===== config.mk =====
export PLATFORM = sky130hd
export DESIGN_NAME = msd_job_sequencer
export DESIGN_NICKNAME = d
export VERILOG_FILES = /design/src/rtl/msd_job_sequencer.sv
export SDC_FILE = /design/constraint.sdc
export NUM_CORES = 1
export LEC_CHECK = 0
export BUFFER_PORTS_ARGS = -buffer_cell sky130_fd_sc_hd__buf_2
export CORE_MARGIN = 4
export CORE_UTILIZATION = 45
export CTS_CLUSTER_DIAMETER = 120
export CTS_CLUSTER_SIZE = 24
export DETAILED_ROUTE_END_ITERATION = 8
export GPL_ROUTABILITY_DRIVEN = 0
export PLACE_DENSITY = 0.75
export RECOVER_POWER = 25
export SLEW_MARGIN = 20
export SYNTH_ARGS = -nofsm -noshare
export SYNTH_HDL_FRONTEND = slang
export SYNTH_SLANG_ARGS = --single-unit

===== constraint.sdc =====
create_clock -name clk -period 1.55 [get_ports clk]
set_input_delay 0.155 -clock clk [delete_from_list [all_inputs] [get_ports clk]]
set_output_delay 0.155 -clock clk [all_outputs]
set_load 0.005 [all_outputs]

===== src/rtl/msd_job_sequencer.sv =====
// Round-robin job sequencer sharing one MSD divide/sqrt/multiply unit between requesters A and B.
// Optional WAIT_RDY watchdog with MSD resync strobe is enabled by defining MSD_SEQ_WATCHDOG_EN.
module msd_job_sequencer #(
  parameter int WORD_LENGHT = 16,
  parameter int LOAD_WAIT   = 8
) (
  input  logic                   clk,
  input  logic                   rst,
  input  logic                   a_req,
  input  logic [1:0]             a_opcode,
  input  logic [WORD_LENGHT-1:0] a_op_x,
  input  logic [WORD_LENGHT-1:0] a_op_y,
  output logic                   a_gnt,
  input  logic                   b_req,
  input  logic [1:0]             b_opcode,
  input  logic [WORD_LENGHT-1:0] b_op_x,
  input  logic [WORD_LENGHT-1:0] b_op_y,
  output logic                   b_gnt,
  output logic                   msd_start,
  output logic                   msd_load,
  output logic [1:0]             msd_opcode,
  output logic [WORD_LENGHT-1:0] msd_data,
  input  logic                   msd_load_x,
  input  logic                   msd_load_y,
  input  logic                   msd_ready_flag,
  input  logic                   msd_error_flag,
  input  logic [WORD_LENGHT-1:0] msd_result,
  input  logic [WORD_LENGHT-1:0] msd_residue,
  output logic                   done,
  output logic                   done_id,
  output logic [WORD_LENGHT-1:0] res,
  output logic [WORD_LENGHT-1:0] rem,
  output logic                   err,
  output logic                   busy
);

  localparam int CW = $clog2(LOAD_WAIT) + 1;

  localparam logic [1:0] OP_SQRT = 2'b01;
  localparam logic [1:0] OP_ILL  = 2'b11;

  typedef enum logic [2:0] {
    S_IDLE,
    S_START,
    S_LOAD_X,
    S_LOAD_Y,
    S_WAIT_RDY,
    S_RESP,
    S_RESYNC
  } state_t;

  state_t state, state_next;

  logic                   rr_last;
  logic [1:0]             job_op;
  logic [WORD_LENGHT-1:0] job_x;
  logic [WORD_LENGHT-1:0] job_y;
  logic                   job_id;
  logic [CW-1:0]          cnt;
  logic [CW-1:0]          cnt_inc;

  logic [WORD_LENGHT-1:0] cap_res;
  logic [WORD_LENGHT-1:0] cap_rem;
  logic                   cap_err;

  logic                   grant_a;
  logic                   grant_b;
  logic                   cap_en;
  logic [WORD_LENGHT-1:0] cap_res_n;
  logic [WORD_LENGHT-1:0] cap_rem_n;
  logic                   cap_err_n;

`ifdef MSD_SEQ_WATCHDOG_EN
  logic [15:0] wd_cnt;
  logic        wd_fired;
  logic        wd_trip;
`endif

  assign cnt_inc = cnt + 1'b1;
  assign busy    = (state != S_IDLE);

  // Next-state, arbitration, MSD bus drive and response capture selection.
  always_comb begin
    state_next = state;
    grant_a    = 1'b0;
    grant_b    = 1'b0;
    cap_en     = 1'b0;
    cap_res_n  = '0;
    cap_rem_n  = '0;
    cap_err_n  = 1'b0;
    msd_start  = 1'b0;
    msd_load   = 1'b0;
    msd_opcode = 2'b00;
    msd_data   = '0;
`ifdef MSD_SEQ_WATCHDOG_EN
    wd_trip    = 1'b0;
`endif
    case (state)
      S_IDLE: begin
        // rr_last high means B went last, so A wins a tie.
        if (a_req && (!b_req || rr_last)) begin
          grant_a = 1'b1;
        end else if (b_req) begin
          grant_b = 1'b1;
        end
        if (grant_a || grant_b) begin
          state_next = S_START;
        end
      end
      S_START: begin
        if (job_op == OP_ILL) begin
          cap_en     = 1'b1;
          cap_res_n  = '1;
          cap_rem_n  = '0;
          cap_err_n  = 1'b1;
          state_next = S_RESP;
        end else begin
          msd_start  = 1'b1;
          msd_opcode = job_op;
          msd_data   = job_x;
          state_next = S_LOAD_X;
        end
      end
      S_LOAD_X: begin
        msd_load   = 1'b1;
        msd_opcode = job_op;
        msd_data   = job_x;
        if (msd_load_x) begin
          state_next = (job_op == OP_SQRT) ? S_WAIT_RDY : S_LOAD_Y;
        end else if (cnt_inc == CW'(LOAD_WAIT)) begin
          cap_en     = 1'b1;
          cap_err_n  = 1'b1;
          state_next = S_RESP;
        end
      end
      S_LOAD_Y: begin
        msd_load   = 1'b1;
        msd_opcode = job_op;
        msd_data   = job_y;
        if (msd_load_y) begin
          state_next = S_WAIT_RDY;
        end else if (cnt_inc == CW'(LOAD_WAIT)) begin
          cap_en     = 1'b1;
          cap_err_n  = 1'b1;
          state_next = S_RESP;
        end
      end
      S_WAIT_RDY: begin
        // Keep the last loaded operand on the bus until the MSD finishes.
        msd_opcode = job_op;
        msd_data   = (job_op == OP_SQRT) ? job_x : job_y;
        if (msd_ready_flag) begin
          cap_en     = 1'b1;
          cap_res_n  = msd_result;
          cap_rem_n  = msd_residue;
          cap_err_n  = msd_error_flag;
          state_next = S_RESP;
        end
`ifdef MSD_SEQ_WATCHDOG_EN
        else if (wd_cnt == 16'hFFFE) begin
          cap_en     = 1'b1;
          cap_err_n  = 1'b1;
          wd_trip    = 1'b1;
          state_next = S_RESP;
        end
`endif
      end
      S_RESP: begin
`ifdef MSD_SEQ_WATCHDOG_EN
        state_next = wd_fired ? S_RESYNC : S_IDLE;
`else
        state_next = S_IDLE;
`endif
      end
`ifdef MSD_SEQ_WATCHDOG_EN
      S_RESYNC: begin
        msd_start  = 1'b1;
        msd_opcode = OP_ILL;
        state_next = S_IDLE;
      end
`endif
      default: begin
        state_next = S_IDLE;
      end
    endcase
  end

  // State, job latch, capture and response registers.
  always_ff @(posedge clk) begin
    if (rst) begin
      state   <= S_IDLE;
      rr_last <= 1'b1;
      job_op  <= 2'b00;
      job_x   <= '0;
      job_y   <= '0;
      job_id  <= 1'b0;
      cnt     <= '0;
      cap_res <= '0;
      cap_rem <= '0;
      cap_err <= 1'b0;
      a_gnt   <= 1'b0;
      b_gnt   <= 1'b0;
      done    <= 1'b0;
      done_id <= 1'b0;
      res     <= '0;
      rem     <= '0;
      err     <= 1'b0;
    end else begin
      state <= state_next;
      cnt   <= (state_next != state) ? '0 : cnt_inc;
      a_gnt <= grant_a;
      b_gnt <= grant_b;
      if (grant_a || grant_b) begin
        job_op  <= grant_a ? a_opcode : b_opcode;
        job_x   <= grant_a ? a_op_x : b_op_x;
        job_y   <= grant_a ? a_op_y : b_op_y;
        job_id  <= grant_b;
        rr_last <= grant_b;
      end
      if (cap_en) begin
        cap_res <= cap_res_n;
        cap_rem <= cap_rem_n;
        cap_err <= cap_err_n;
      end
      done <= (state == S_RESP);
      if (state == S_RESP) begin
        done_id <= job_id;
        res     <= cap_res;
        rem     <= cap_rem;
        err     <= cap_err;
      end
    end
  end

`ifdef MSD_SEQ_WATCHDOG_EN
  // Watchdog counts WAIT_RDY cycles; a trip forces one resync strobe after RESP.
  always_ff @(posedge clk) begin
    if (rst) begin
      wd_cnt   <= '0;
      wd_fired <= 1'b0;
    end else begin
      wd_cnt <= (state == S_WAIT_RDY && state_next == S_WAIT_RDY) ? wd_cnt + 16'd1 : 16'd0;
      if (wd_trip) begin
        wd_fired <= 1'b1;
      end else if (state == S_RESYNC) begin
        wd_fired <= 1'b0;
      end
    end
  end
`endif

endmodule


==> results of run 1 <==
-- path summary, 6_finish.rpt --
path                      endpoint  slack, ns  depth (start not counted)
min          job_x[2]$_SDFFE_PP0P_      0.003                          3
max                    msd_data[0]      -0.52                          7
max reg2reg  job_x[9]$_SDFFE_PP0P_      -0.47                          9
min reg2reg    rem[1]$_SDFFE_PP0P_       0.46                          2
-- stage by stage --
| stage | worst slack, ns | std cells | util |
|---|---|---|---|
| after global placement | -0.117 | 816 | 0.573 |
| after CTS | -0.445 | 944 | 0.754 |
| final | -0.519 | 960 | 0.810 |
| after floorplan | 0.0151 | 525 | - |
| after global routing | -0.586 | 960 | 0.810 |
| after detailed placement | -0.220 | 816 | 0.573 |
-- registers in the layout, summed over array words and instances (netlist names), 2 cells and up --
name / cells
job_x: 16
cap_res: 16
job_op: 2
rem: 16
job_y: 16
cnt: 4
cap_rem: 16
state: 3
res: 16
-- power breakdown --
part,internal (uW),switching (uW)
Sequential,3440,410
Clock,2340,1520
Combinational,2910,2610
Total,8690,4540
-- cells in the mapped netlist, drive strengths merged, types with 3 or more instances --
cell / number
clkbuf: 13
buf: 32
nand4b: 3
mux2i: 35
nor2: 42
nand3b: 4
nor2b: 4
dfxtp: 113
a211oi: 38
nor3: 6
nand4: 3
o2bb2ai: 16
a21oi: 57
inv: 6
o21a: 3
nand2b: 5
nand3: 5
o21ai: 8
nand2: 75
nor3b: 5
a22o: 32
-- worst max-delay path, stage by stage, from the launching register on --
cell       delay (ns)
dfxtp_4          0.36
buf_12           0.13
nor3b_4          0.22
o21ai_2          0.11
nand2_2          0.15
clkbuf_16        0.18
a22o_1           0.14
buf_2            0.11
-- area by class of cell --
| cell class | count | area, um2 | area share |
|---|---|---|---|
| repair buffers | 312 | 2590 | 0.308 |
| multi-input cells | 361 | 2760 | 0.328 |
| clock buffers | 17 | 414 | 0.0493 |
| clock inverters | 15 | 171 | 0.0204 |
| inverters | 6 | 22.5 | 0.00268 |
| well taps | 136 | 170 | 0.0203 |
| flip-flops and latches | 113 | 2270 | 0.271 |
-- logic make-up (layout without fill, tap and decap cells) --
group,Yosys count,in the layout
multiplexers,35,35
buffers and inverters,51,350
flip-flops,113,113
AND/OR/NAND/NOR,160,160
XOR/XNOR,2,2
AO/OA/AOI/OAI,163,163
adder cells (fa/ha/maj),1,1
-- repair_timing --
item,CTS,global route
endpoints found under the setup margin,93,111
buffers inserted,17,16
cloned,11,5
gates resized for setup,48,101
pin swaps,63,41
hold buffers,69,0
hold endpoints to repair,55,0
-- layer usage --
| layer | global-route usage | up-vias | share of wire |
|---|---|---|---|
| met5 | 0 | - | 0 |
| met1 | 0.308 | 2629 | 0.37 |
| met3 | 0.0652 | 84 | 0.081 |
| met4 | 0.125 | 0 | 0.045 |
| met2 | 0.468 | 396 | 0.50 |
| li1 | - | 2474 | - |
==> metrics, run 1 <==
reg2reg start=state[2]$_SDFF_PP0_; Synth Register Bits=around 110; Core ar.=about 0.010 mm2; later-pin clock latency in the skew report=roughly 0.50 ns; antenna violations before repair=0; main area contributors after synthesis=dfxtp_1 47%, mux2i_1 7.3%, nand2_1 5.8%; status=complete, but fails checks; starting density of the core=0.465; mux cell area share after synthesis=0.0727; via count=between 5000 and 6000; Yosys cell types=46; Final Hold Slack=around 0.0026 ns; n_diodes=0; GRT Overall Usage=0.268; post-synthesis simple-gate area fraction=0.156; antenna viol nets, final=0; most frequent cells in the layout=160 x buf_2, 107 x dfxtp_1, 69 x dlygate4sd3_1; TritonCTS buffer count=17; Yosys top cell by area=dfxtp_1; Die Y=between 100 and 150 um; critical path class=reg -> out; mapped cell area=roughly 0.0048 mm2; most common cell after layout, fill and taps aside=buf_2; CTS tree=done; Ports=166; Area growth syn-to-layout=74.4%; startpoint types=register; Clock Sinks=113; top cell type's share of synthesized area=0.469; CP Launch Point=state[0]$_SDFF_PP0_; vias in the first global route=around 5600; row count=37; Post-Syn Nets=around 630; post-DR vias/cell=approximately 5.8; Max Slew Vio Count=0; Synth Area in Adders=0.00260; static leakage=0.00364 uW; synthesized instance count=about 530; max_cap viols=0; compound-cell area share of the yosys netlist=0.238; Fin Setup TNS=-41.94 ns; share of cells above drive strength 1=0.454; crit-path max FO=8; Clock Pin Slew Worst Setup and Hold Paths=0.06 ns; RSZ-0062 raised after global routing=true; crit end category=primary output; DP Area=a little under 0.006 mm2; main combinational cell family by area after synthesis=compound AO/OA/AOI/OAI gates; # DRC=0; DR WL/cell=about 20 um; # H-tree levels=4; clk root buf=clkbuf_8; min cycle time layout=2.07 ns; Finished Cell Area=approximately 0.0084 mm2; Hold Vio Cnt, Final=0; register area share after synthesis=0.469; Worst slew margin=0.605; CTS Buffer Depth=2; pin count of the biggest net entering global routing=40; Initial DRC Count=between 400 and 500; die width=~110 um; violated checks=setup timing; pwr dens=1580 mW/mm2; setup ws final=-0.519 ns; synthesized area per cell=~9.2 um2; GRT overflow=0; Worst Path Required=between 1 and 1.5 ns; drt first pass iters=7; Routed WL=~20000 um; IO buf count=~170; maximum VDD drop=around 1.0 mV; hpwl dp=9240 um; Die Area=about 0.012 mm2; worst hold path class=in -> reg; Tcrit/Tclk final=1.33; Post-synth EDFFs=0; fillcell total=around 560; CP arrival=between 1.5 and 2 ns; Async S/R FF share, synth=0; FMAX=slightly below 500 MHz; Layout Nets=just over 900; Top FF cell, synth=dfxtp_1; Power Total=around 13000 uW; first-pass GRT wire length=about 27000 um; Warnings, synthesis=0; Worst Clk Skew=~0.014 ns; Slew @ Worst Pin=a little under 0.6 ns; min-delay src=a_op_x[2]; xor/xnor share of the synthesized area=0.00364; Final setup viols=130
(Power assumes the default switching activity.)
==> run 2: changes to the inputs <==
RECOVER_POWER = 100   (was 25)
==> metrics, run 2 (synthesized netlist as in run 1, its figures left out) <==
critical path class=reg -> out; Worst slew margin=0.602 (-0.00368); Clock Sinks=113 (unchanged); GRT overflow=0 (unchanged); antenna violations before repair=0 (unchanged); startpoint types=register; status=complete, but fails checks; FMAX=484 MHz (+0.23%); reg2reg start=state[2]$_SDFF_PP0_; Worst Clk Skew=0.0101 ns (-0.00353 ns); Hold Vio Cnt, Final=1 (+1); share of cells above drive strength 1=0.432 (-0.0218); # H-tree levels=4 (unchanged); Clock Pin Slew Worst Setup and Hold Paths=0.06 ns (about the same); min cycle time layout=2.06 ns (-0.00466 ns); fillcell total=576 (+3.6%); Core Util, Final=0.806 (-0.00386); die width=111 um (unchanged); hpwl dp=9240 um (unchanged); TritonCTS buffer count=17 (unchanged); DP Area=0.00594 mm2 (unchanged); setup ws final=-0.514 ns (+0.00466 ns); Power Total=13200 uW (about the same); DR WL/cell=20.4 um (about the same); Finished Layout Cells=960 (unchanged); pin count of the biggest net entering global routing=40 (unchanged); Layout Nets=920 (unchanged); antenna viol nets, final=0 (unchanged); Routed WL=19600 um (about the same); IO buf count=165 (unchanged); max_cap viols=0 (unchanged); # DRC=0 (unchanged); Worst Path Required=1.39 ns (about the same); Ports=166 (unchanged); worst hold path class=in -> reg; Tcrit/Tclk final=1.33 (-0.00301); starting density of the core=0.465 (unchanged); CP arrival=1.91 ns (about the same); Die Area=0.0124 mm2 (unchanged); dpl cells=816 (unchanged); min-delay src=a_op_x[2]; most common cell after layout, fill and taps aside=buf_2; Final Hold Slack=-0.00134 ns (-0.00391 ns); Slew @ Worst Pin=0.598 ns (+0.00552 ns); post-DR vias/cell=5.76 (-0.97%); violated checks=hold timing, setup timing; crit-path max FO=8 (unchanged); row count=37 (unchanged); clk root buf=clkbuf_8; Max Slew Vio Count=0 (unchanged); static leakage=0.00355 uW (-2.4%); n_diodes=0 (unchanged); Die Y=111 um (unchanged); CP Launch Point=state[2]$_SDFF_PP0_; later-pin clock latency in the skew report=0.51 ns (about the same); Initial DRC Count=441 (-9.8%); first-pass GRT wire length=27300 um (unchanged); crit end category=primary output; vias in the first global route=5599 (unchanged); Core ar.=0.0104 mm2 (unchanged); maximum VDD drop=1.02 mV (about the same); RSZ-0062 raised after global routing=true; CTS tree=done; most frequent cells in the layout=142 x buf_2, 107 x dfxtp_1, 69 x dlygate4sd3_1; GRT Overall Usage=0.268 (unchanged); Area growth syn-to-layout=73.6%; hold path depth=3 (unchanged); drt first pass iters=5 (-2); FF-to-FF path depth=9 (unchanged); pwr dens=1580 mW/mm2 (+0.39%); via count=5529 (-0.97%); Fin Setup TNS=-41.35 ns (+0.584 ns); Final setup viols=129 (-0.77%); Finished Cell Area=0.00836 mm2 (-0.48%); CTS Buffer Depth=2 (unchanged)
[run 2: cell count changes in the layout (fill, tap and decap cells not counted), sizes merged]
cell	previous run	this run
buf	231	213
clkbuf	27	45
[run 2: report_power, final]
| group | switching (uW) | internal, uW | total, uW |
|---|---|---|---|
| Combinational | 2610 | 2900 | 5510 |
| Sequential | 405 | 3440 | 3850 |
| Clock | 1530 | 2340 | 3870 |
[run 2: area by class of cell]
type	count	area [um2]	area share
sequential	113	2270	0.272
multi-input combinational	361	2760	0.330
inverter	6	22.5	0.00269
tap	136	170	0.0203
timing repair buffer	312	2550	0.305
clock buffer	17	414	0.0495
clock inverter	15	171	0.0205
[run 2: metrics by stage]
step / hold WS (ns) / worst slack, ns
2_1_floorplan: 0.252 / 0.0151
5_1_grt: -0.000480 / -0.586
3_5_place_dp: 0.370 / -0.220
6_report: -0.00134 / -0.514
3_3_place_gp: 0.372 / -0.117
4_1_cts: 0.00419 / -0.445
[run 2: what timing repair did]
item	in CTS	in global routing
pin swaps	63	41
resized for setup	48	101
setup buffers	17	16
hold buffers	69	0
endpoints found under the hold margin	55	0
cloned	11	5
setup endpoints to repair	93	111
[run 2: critical path, stage by stage (launching register included)]
cell	delay (ns)
dfxtp_2	0.34
buf_6	0.12
nor3b_4	0.23
o21ai_2	0.11
nand2_2	0.15
clkbuf_16	0.18
a22o_1	0.14
buf_2	0.12
[run 2: worst paths after layout]
kind,endpoint,slack (ns)
setup / recovery,msd_data[0],-0.51
hold / removal,job_x[2]$_SDFFE_PP0P_,-0.001
setup reg to reg,job_x[9]$_SDFFE_PP0P_,-0.44
hold reg to reg,rem[1]$_SDFFE_PP0P_,0.45
[run 2: routing by layer]
layer	share of wire	track usage	vias to the layer above
met1	0.37	0.308	2602
li1	-	-	2468
met5	0	0	-
met3	0.083	0.0652	71
met4	0.041	0.125	0
met2	0.50	0.468	388
==> run 3: changes to the inputs <==
ABC_AREA = 1   (was unset)
ABC_CLOCK_PERIOD_IN_PS = 1550   (was unset)
==> metrics, run 3 <==
status=complete, but fails checks; violated checks=setup timing; pwr dens=1590 mW/mm2 (+0.51%); crit-path max FO=6 (-2); antenna viol nets, final=0 (unchanged); most common cell in the synthesized netlist=nand2_1; Async S/R FF share, synth=0 (unchanged); top sig layer=met4; Top Family by Delay on Critical Path=buffers and inverters; CP Launch Point=job_op[0]$_SDFFE_PP0P_; clk root buf=clkbuf_8; CTS Buffer Depth=2 (unchanged); Layout Nets=1099 (+19%); Critical path buffers and inverters=4 (+1); via count=6318 (+14%); most common cell after layout, fill and taps aside=buf_2; pin count of the biggest net entering global routing=70 (+75%); top cell type's share of synthesized area=0.467 (-0.00255); crit-path cells=inv_1, nor2_1, a211oi_4, buf_4, buf_6, o21ai_0, buf_2; Post-Syn Nets=787 (+24%); crit end category=primary output; CP arrival=1.99 ns (+0.08 ns); Fin Setup TNS=-28.16 ns (+13.20 ns); TritonCTS buffer count=17 (unchanged); later-pin clock latency in the skew report=0.53 ns (+0.02 ns); crit path capture=msd_data[15]; Post-synth EDFFs=0 (unchanged); crit-path max cell delay=0.38 ns (+0.04 ns); CP max-delay cell=dfxtp_2; maximum VDD drop=0.991 mV (-2.6%); met2 routed WL=11000 um (+11%); max_cap viols=0 (unchanged); first-pass GRT wire length=29000 um (+6.3%); Tcrit/Tclk final=1.38 (+0.0494); Worst Path Required=1.39 ns (about the same); share of cells above drive strength 1=0.379 (-0.0532); mapped cell area=0.00484 mm2 (+0.55%); antenna violations before repair=0 (unchanged); most common library cells after synthesis=161 x nand2_1, 113 x dfxtp_1, 103 x inv_1, 73 x a21oi_1, 55 x o21ai_0; n_diodes=0 (unchanged); Clock Pin Slew Worst Setup and Hold Paths=0.08 ns (+0.02 ns); Post-Place Worst Slack=-0.0525 ns (+0.167 ns); reg2reg start=state[1]$_SDFF_PP0_; GRT overflow=0 (unchanged); drt first pass iters=6 (+1); FF-to-FF path depth=13 (+4); Pint=8420 uW (-3.0%); Hold Vio Cnt, Final=0 (-1); sequential power share=0.283 (-0.008); GRT Overall Usage=0.285 (+0.0175); clock power share=0.287 (-0.006); synthesized area per cell=7.15 um2 (-22%); R2R Setup Slk=-0.52 ns (-0.08 ns); critical path class=reg -> out; post-DR vias/cell=5.55 (-3.7%); Die Area=0.0125 mm2 (+0.51%); dpl cells=975 (+19%); main area contributors after synthesis=dfxtp_1 47%, nand2_1 12%, inv_1 8.0%; WL met1=7470 um (+2.0%); setup ws final=-0.591 ns (-0.0766 ns); Final setup viols=94 (-27%); static leakage=0.00394 uW (+11%); Worst Clk Skew=0.0221 ns (+0.0120 ns); starting density of the core=0.465 (about the same); combinational share of power=0.430 (+0.013); FMAX=467 MHz (-3.6%); met3 routed WL=2060 um (+26%); Worst slew margin=0.683 (+0.0819); Ports=166 (unchanged); Max Slew Vio Count=0 (unchanged); Slew @ Worst Pin=0.475 ns (-0.123 ns); fillcell total=545 (-5.4%); Warnings, synthesis=0 (unchanged); most frequent cells in the layout=142 x buf_2, 108 x dfxtp_1, 103 x nand2_1; Yosys top cell by area=dfxtp_1; Yosys cell types=25 (-46%); Die Y=112 um (+0.26%); Stages on worst setup path=7 (unchanged); IO buf count=165 (unchanged); Switching Fraction=0.385 (+0.0415); hpwl dp=8850 um (-4.2%); min cycle time layout=2.14 ns (+0.0766 ns); Core ar.=0.0104 mm2 (+0.45%); startpoint types=register; Clock Sinks=113 (unchanged); Top FF cell, synth=dfxtp_1; Synth Register Bits=113 (unchanged); row count=37 (unchanged); Initial DRC Count=500 (+13%); DR WL/cell=19.5 um (-4.7%); Area growth syn-to-layout=77.8%; die width=112 um (+0.26%); Routed WL=22200 um (+13%); CTS tree=done; synthesized instance count=678 (+29%); # DRC=0 (unchanged); Finished Layout Cells=1139 (+19%); Reg-to-Reg End=job_x[6]$_SDFFE_PP0P_; register area share after synthesis=0.467 (-0.00255); vias in the first global route=5928 (+5.9%); # H-tree levels=4 (unchanged); worst hold path class=in -> reg; RSZ-0062 raised after global routing=true; P_sw=5280 uW (+16%)
## run 3: stage by stage
step            util  total power, uW  cell area [um2]  hold slack [ns]
2_1_floorplan      -             5660             4840            0.303
3_3_place_gp   0.576             6930             6000            0.413
3_5_place_dp   0.576             6960             6000            0.418
4_1_cts        0.772            11800             8040        0.0000621
5_1_grt        0.827            14100             8620           0.0234
6_report       0.827            13700             8620          0.00771
## run 3: worst min path at each step
stage	from	slack [ns]	end	depth (start not counted)
after floorplan	msd_residue[10]	0.30	cap_rem[10]$_SDFFE_PP0P_	2
after global placement	msd_residue[6]	0.41	cap_rem[6]$_SDFFE_PP0P_	3
after detailed placement	msd_residue[5]	0.42	cap_rem[5]$_SDFFE_PP0P_	3
after CTS	a_op_y[6]	0.00006	job_y[6]$_SDFFE_PP0P_	5
after global routing	a_op_x[10]	0.02	job_x[10]$_SDFFE_PP0P_	5
final	b_op_y[11]	0.008	job_y[11]$_SDFFE_PP0P_	5
## run 3: cells by family (layout without fill, tap and decap cells)
| logic type | Yosys count | after routing | synth area share |
|---|---|---|---|
| buf+inv | 151 | 476 | 0.122 |
| fa+ha+maj | 1 | 1 | 0.00258 |
| compound gates | 177 | 177 | 0.203 |
| simple gates | 235 | 235 | 0.203 |
| xor+xnor | 1 | 1 | 0.00181 |
| flops | 113 | 113 | 0.467 |
## run 3: repair_timing
action	in CTS	in global routing
gates cloned	6	6
hold buffers	91	0
pin swaps	11	13
setup endpoints to repair	69	94
buffers inserted	12	17
hold endpoints to repair	68	0
gates resized for setup	87	108
## run 3: power by group through the flow
stage / registers, uW / clock network, uW / logic, uW
after floorplan: 3700 / 0 / 1960
after global placement: 3770 / 0 / 3160
final: 3870 / 3930 / 5890
after detailed placement: 3760 / 0 / 3200
after global routing: 3890 / 4060 / 6190
after CTS: 3760 / 3840 / 4200
## run 3: layout make-up
type | count | area, um2 | share of cell area
Sequential cell | 113 | 2280 | 0.264
Inverter | 112 | 467 | 0.0542
Tap cell | 136 | 170 | 0.0198
Clock inverter | 14 | 155 | 0.0180
Multi-Input combinational cell | 414 | 2440 | 0.284
Clock buffer | 18 | 428 | 0.0497
Timing Repair Buffer | 326 | 2580 | 0.300
Timing Repair inverter | 6 | 91.3 | 0.0106
## run 3: worst reg2reg max path: stages (launching register included)
cell and delay (ns):
dfxtp_4 0.37, inv_6 0.08, nand2_4 0.06, buf_4 0.14, nor2_1 0.20, inv_2 0.09, nor2_4 0.16, buf_12 0.18
buf_12 0.14, inv_8 0.05, nand2_1 0.06, nand3_1 0.12, o211ai_1 0.21, inv_1 0.10
## run 3: per-layer routing
metal  global-route usage  vias to the layer above
li1                     -                     2807
met1                0.326                     2859
met2                0.488                      499
met3               0.0761                      153
met4                0.147                        0
met5                    0                        -
